[config.mk]
export PLATFORM = sky130hd
export DESIGN_NAME = gpi_debounce
export DESIGN_NICKNAME = d
export VERILOG_FILES = /design/src/rtl/gpi_debounce.sv
export SDC_FILE = /design/constraint.sdc
export NUM_CORES = 1
export LEC_CHECK = 0
export CAP_MARGIN = 20
export CELL_PAD_IN_SITES_DETAIL_PLACEMENT = 2
export CELL_PAD_IN_SITES_GLOBAL_PLACEMENT = 2
export CORE_MARGIN = 2
export CORE_UTILIZATION = 30
export CTS_CLUSTER_DIAMETER = 200
export DETAILED_ROUTE_END_ITERATION = 8
export GPL_TIMING_DRIVEN = 0
export PLACE_DENSITY = 0.64
export SYNTH_ARGS = -nofsm -noshare
export SYNTH_HDL_FRONTEND = slang
export SYNTH_SLANG_ARGS = --single-unit
[constraint.sdc]
create_clock -name clk_sys_i -period 2.9 [get_ports clk_sys_i]
set_input_delay 0.58 -clock clk_sys_i [delete_from_list [all_inputs] [get_ports clk_sys_i]]
set_output_delay 0.58 -clock clk_sys_i [all_outputs]
set_load 0.01 [all_outputs]
[src/rtl/gpi_debounce.sv]
// Purpose: per-bit two-flop synchroniser plus stability-count debouncer for slow board inputs.
// Latency: DebounceCycles+2 clk_sys_i cycles from a raw level change to gp_o (and edge pulses).
// Backpressure: none; free-running, every bit is sampled every cycle.
//
// Ports:
//   clk_sys_i  - system clock, the only clock domain
//   rst_sys_ni - synchronous active-low reset
//   raw_i      - asynchronous raw pin levels, one bit per input
//   gp_o       - debounced levels
//   rise_o     - one-cycle pulse per bit when gp_o first reads 1
//   fall_o     - one-cycle pulse per bit when gp_o first reads 0
// Build option: define GPI_DEBOUNCE_EDGE_EN to generate rise_o/fall_o logic;
// otherwise both ports are tied to 0 and gp_o behaves identically.

module gpi_debounce #(
  parameter int unsigned Width          = 8,
  parameter int unsigned CntWidth       = 20,
  parameter int unsigned DebounceCycles = 500000
) (
  input  logic             clk_sys_i,
  input  logic             rst_sys_ni,
  input  logic [Width-1:0] raw_i,
  output logic [Width-1:0] gp_o,
  output logic [Width-1:0] rise_o,
  output logic [Width-1:0] fall_o
);

  localparam logic [63:0] MaxCycles = (64'd1 << CntWidth) - 64'd1;
  // Terminal count: the mismatch that arrives with the counter here is the
  // DebounceCycles-th consecutive one, so the new level is accepted.
  localparam logic [CntWidth-1:0] CntMax = CntWidth'(DebounceCycles - 1);

  if ((DebounceCycles < 1) || (64'(DebounceCycles) > MaxCycles)) begin : g_bad_cycles
    $error("gpi_debounce: DebounceCycles must be in 1 .. 2**CntWidth-1");
  end

  logic [Width-1:0]    s1_q;
  logic [Width-1:0]    s2_q;
  logic [Width-1:0]    stable_q;
  logic [Width-1:0]    stable_d;
  logic [CntWidth-1:0] cnt_q [Width];
  logic [CntWidth-1:0] cnt_d [Width];

  // Per-bit stability filter. Any cycle where the synchronised input agrees
  // with the accepted level throws away the partial count, so a bounce must
  // restart from zero; the counter stops at CntMax and never wraps.
  always_comb begin
    stable_d = stable_q;
    for (int i = 0; i < Width; i++) begin
      cnt_d[i] = '0;
      if (s2_q[i] != stable_q[i]) begin
        if (cnt_q[i] == CntMax) begin
          stable_d[i] = s2_q[i];
        end else begin
          cnt_d[i] = cnt_q[i] + CntWidth'(1);
        end
      end
    end
  end

  always_ff @(posedge clk_sys_i) begin
    if (!rst_sys_ni) begin
      s1_q     <= '0;
      s2_q     <= '0;
      stable_q <= '0;
      for (int i = 0; i < Width; i++) begin
        cnt_q[i] <= '0;
      end
    end else begin
      s1_q     <= raw_i;
      s2_q     <= s1_q;
      stable_q <= stable_d;
      for (int i = 0; i < Width; i++) begin
        cnt_q[i] <= cnt_d[i];
      end
    end
  end

  assign gp_o = stable_q;

`ifdef GPI_DEBOUNCE_EDGE_EN
  logic [Width-1:0] rise_q;
  logic [Width-1:0] fall_q;

  // Pulses are registered from the same next-state value that loads
  // stable_q, so each one lines up with the first cycle gp_o shows the new
  // level. A bit can only move one way per cycle, so rise and fall are
  // mutually exclusive by construction.
  always_ff @(posedge clk_sys_i) begin
    if (!rst_sys_ni) begin
      rise_q <= '0;
      fall_q <= '0;
    end else begin
      rise_q <= stable_d & ~stable_q;
      fall_q <= ~stable_d & stable_q;
    end
  end

  assign rise_o = rise_q;
  assign fall_o = fall_q;
`else
  assign rise_o = '0;
  assign fall_o = '0;
`endif

endmodule

==> impl_metrics.json <==
{
  "cts_buffers": 17,
  "clk_latency_ps": 430,
  "hold_buffers": 0,
  "vdd_drop_max_v": 0.000371,
  "place_area_mm2": 0.00880,
  "rsz0062_at_grt": "no",
  "met2_length_um": 9410,
  "drive_gt1_share_pct": 5.86,
  "r2r_start": "cnt_q[1][60]$_SDFF_PP0_",
  "clk_pin_slew_ps": 70,
  "layout_commonest_cell": "dfxtp_1",
  "tightestPinTransition_ps": 947,
  "syn2layout_area_growth_pct": 14.8,
  "wl_per_cell_um": 15.2,
  "seq_area_mm2": 0.00368,
  "grt_max_degree": 17,
  "cts-root-buf": "clkbuf_16",
  "worstHoldEndpoint": "s2_q[2]$_SDFF_PN0_",
  "ctsLongestPathBuffers": 2,
  "drv_cap": 0,
  "die_y_um": 169,
  "r2r_slack_ps": 430,
  "synth_edf_count": 0,
  "die_w_um": 169,
  "grt_pass1_vias": 7028,
  "min_period_ps": 2470,
  "first_iter_violations": 202,
  "clock_sinks": 184,
  "io_pins": 34,
  "yosysWarnings": 0,
  "critical_path_class": "register to register",
  "gp_congestion": 0.711,
  "finalSetupTns_ps": 0,
  "min_from": "s1_q[2]$_SDFF_PN0_",
  "drv_slew": 0,
  "vias_per_cell": 5.04,
  "hold_viol_final": 0,
  "hold_path_class": "register to register",
  "overflow": 0,
  "portBuffers": 17,
  "cp.arrival_ps": 2770,
  "nFillCells": 3059,
  "drc_errors": 0,
  "antenna_cells": 0,
  "crit_start": "cnt_q[1][60]$_SDFF_PP0_",
  "ant_nets": 0,
  "dp_hpwl_um": 14300,
  "holdPathStages": 1,
  "h-tree-depth": 4,
  "crit_fanout": 10,
  "post-route-cell-area_mm2": 0.00935,
  "post_synth_instance_area_mm2": 0.00814,
  "status": "complete, no violations",
  "cts_tree": "yes",
  "min_period_over_period_pct": 85.0,
  "routed.top_layer": "met4",
  "drt-met1-wl_um": 10400,
  "syn_avg_cell_area_um2": 8.81,
  "grt_usage_pct": 15.1,
  "fin_nets": 994,
  "grt_antenna_before_repair": 0,
  "worst_r2r_path_depth": 6,
  "slew_headroom_pct": 36.3,
  "ys_async_sr_fraction_pct": 0,
  "powerDensity_mw_per_mm2": 519,
  "multi_input_area_mm2": 0.00422,
  "synth_ff_type": "dfxtp_1",
  "synth_seq_cells": 184,
  "startpoint_type": "register",
  "setup_viol": 0,
  "crit_required_ps": 3200,
  "p_leak_nw": 2.73,
  "synth_cell_types": 44,
  "endpoint_kind": "register",
  "wirelength_um": 20300,
  "initial_utilization_pct": 30.4,
  "met3_length_um": 353,
  "final_cell_mix": "184 x dfxtp_1, 148 x nor2_1, 71 x xnor2_1",
  "max_freq_mhz": 406,
  "die-area_mm2": 0.0285,
  "vias": 6704,
  "dr.pass1.iters": 4,
  "rows": 60,
  "synthCells": 924,
  "r2r_end": "cnt_q[1][71]$_SDFF_PP0_",
  "ys_seq_area_share_pct": 45.2,
  "core_mm2": 0.0268,
  "skew_ps": 14.5,
  "grt_pass1_wl_um": 35400
}
## layout make-up
class	instances	area share, %
Tap cell	341	4.56
Timing Repair Buffer	18	1.87
Multi-Input combinational cell	693	45.2
Buffer	38	2.20
Sequential cell	184	39.4
Clock inverter	10	1.04
Inverter	24	0.964
Clock buffer	22	4.75
## cells by family after synthesis
kind of cell               after synthesis  synth area share [%]
xor gates and xnor gates               119                  12.8
adders and majority gates                8                  1.23
DFF                                    184                  45.2
buffers and inverters                   62                  3.63
other                                    1                0.0461
muxes                                   13                  1.60
AOI/OAI and AO/OA                       68                  5.29
and+or+nand+nor                        469                  30.2
## Yosys cell counts (all sizes together) (2+ instances only)
master / count / share of area [%]
a21oi: 25 / 1.5
a31oi: 2 / 0.15
and2: 18 / 1.4
and3: 11 / 0.85
and4: 17 / 1.8
buf: 18 / 1.6
clkbuf: 20 / 0.92
dfxtp: 184 / 45
ha: 8 / 1.2
inv: 24 / 1.1
mux2i: 13 / 1.6
nand2: 55 / 2.5
nand3: 55 / 3.4
nand4: 53 / 4.2
nor2: 148 / 6.8
nor3: 31 / 1.9
nor4: 28 / 2.2
nor4b: 14 / 1.5
nor4bb: 2 / 0.25
o21ai: 14 / 0.86
o221ai: 3 / 0.32
o311ai: 3 / 0.41
o31ai: 15 / 1.4
o41ai: 2 / 0.22
or2: 4 / 0.31
or3: 14 / 1.1
or4: 14 / 1.3
or4b: 2 / 0.25
xnor2: 71 / 7.6
xor2: 48 / 5.2
## worst max-delay path, stage by stage, from the launching register on
cell      delay [ps]
dfxtp_1          380
ha_1             210
nand3_1          290
nand4b_1         430
o21bai_2         460
clkbuf_1         460
nor2_1           100
## report_power, final
part / switching, mW / leakage [nW] / internal (mW)
clock network: 1.02 / 0.243 / 1.19
registers: 0.00880 / 1.49 / 2.54
logic: 0.0556 / 1.00 / 0.0393
total: 1.09 / 2.73 / 3.76
## flip-flops by register name, indices dropped and copies added, names as in the netlist
| signal | count |
|---|---|
| s2_q | 8 |
| cnt_q | 160 |
| gp_o | 8 |
| s1_q | 8 |
## metal layers
| metal | global-route usage [%] | up-vias |
|---|---|---|
| met4 | 3.15 | 0 |
| met5 | 0 | - |
| li1 | - | 3347 |
| met3 | 3.18 | 10 |
| met2 | 24.9 | 40 |
| met1 | 20.4 | 3307 |
## timing repair
action,4_1_cts,5_1_grt
setup endpoints to repair,0,10
gates resized for setup,0,1
setup buffers,0,0
## how the worst max path moves through the flow
stage                                    to  slack, ps  cells after the start
global placement    cnt_q[1][69]$_SDFF_PP0_         40                      6
global route        cnt_q[1][71]$_SDFF_PP0_        160                      6
CTS                 cnt_q[0][12]$_SDFF_PP0_        120                      5
floorplan           cnt_q[0][58]$_SDFF_PP0_        860                      5
detailed placement  cnt_q[1][73]$_SDFF_PP0_         10                      6
finish              cnt_q[1][71]$_SDFF_PP0_        430                      6
## stage by stage
step,hold slack (ps),setup slack [ps],util [%],std cells,power [mW]
3_3_place_gp,421,41.7,32.8,1297,2.70
5_1_grt,461,163,34.9,1330,5.07
2_1_floorplan,412,860,-,939,2.66
3_5_place_dp,427,13.1,32.8,1297,2.70
6_report,439,435,34.9,1330,4.85
4_1_cts,441,122,34.8,1329,4.94
Power figures use the tool's default switching activity.
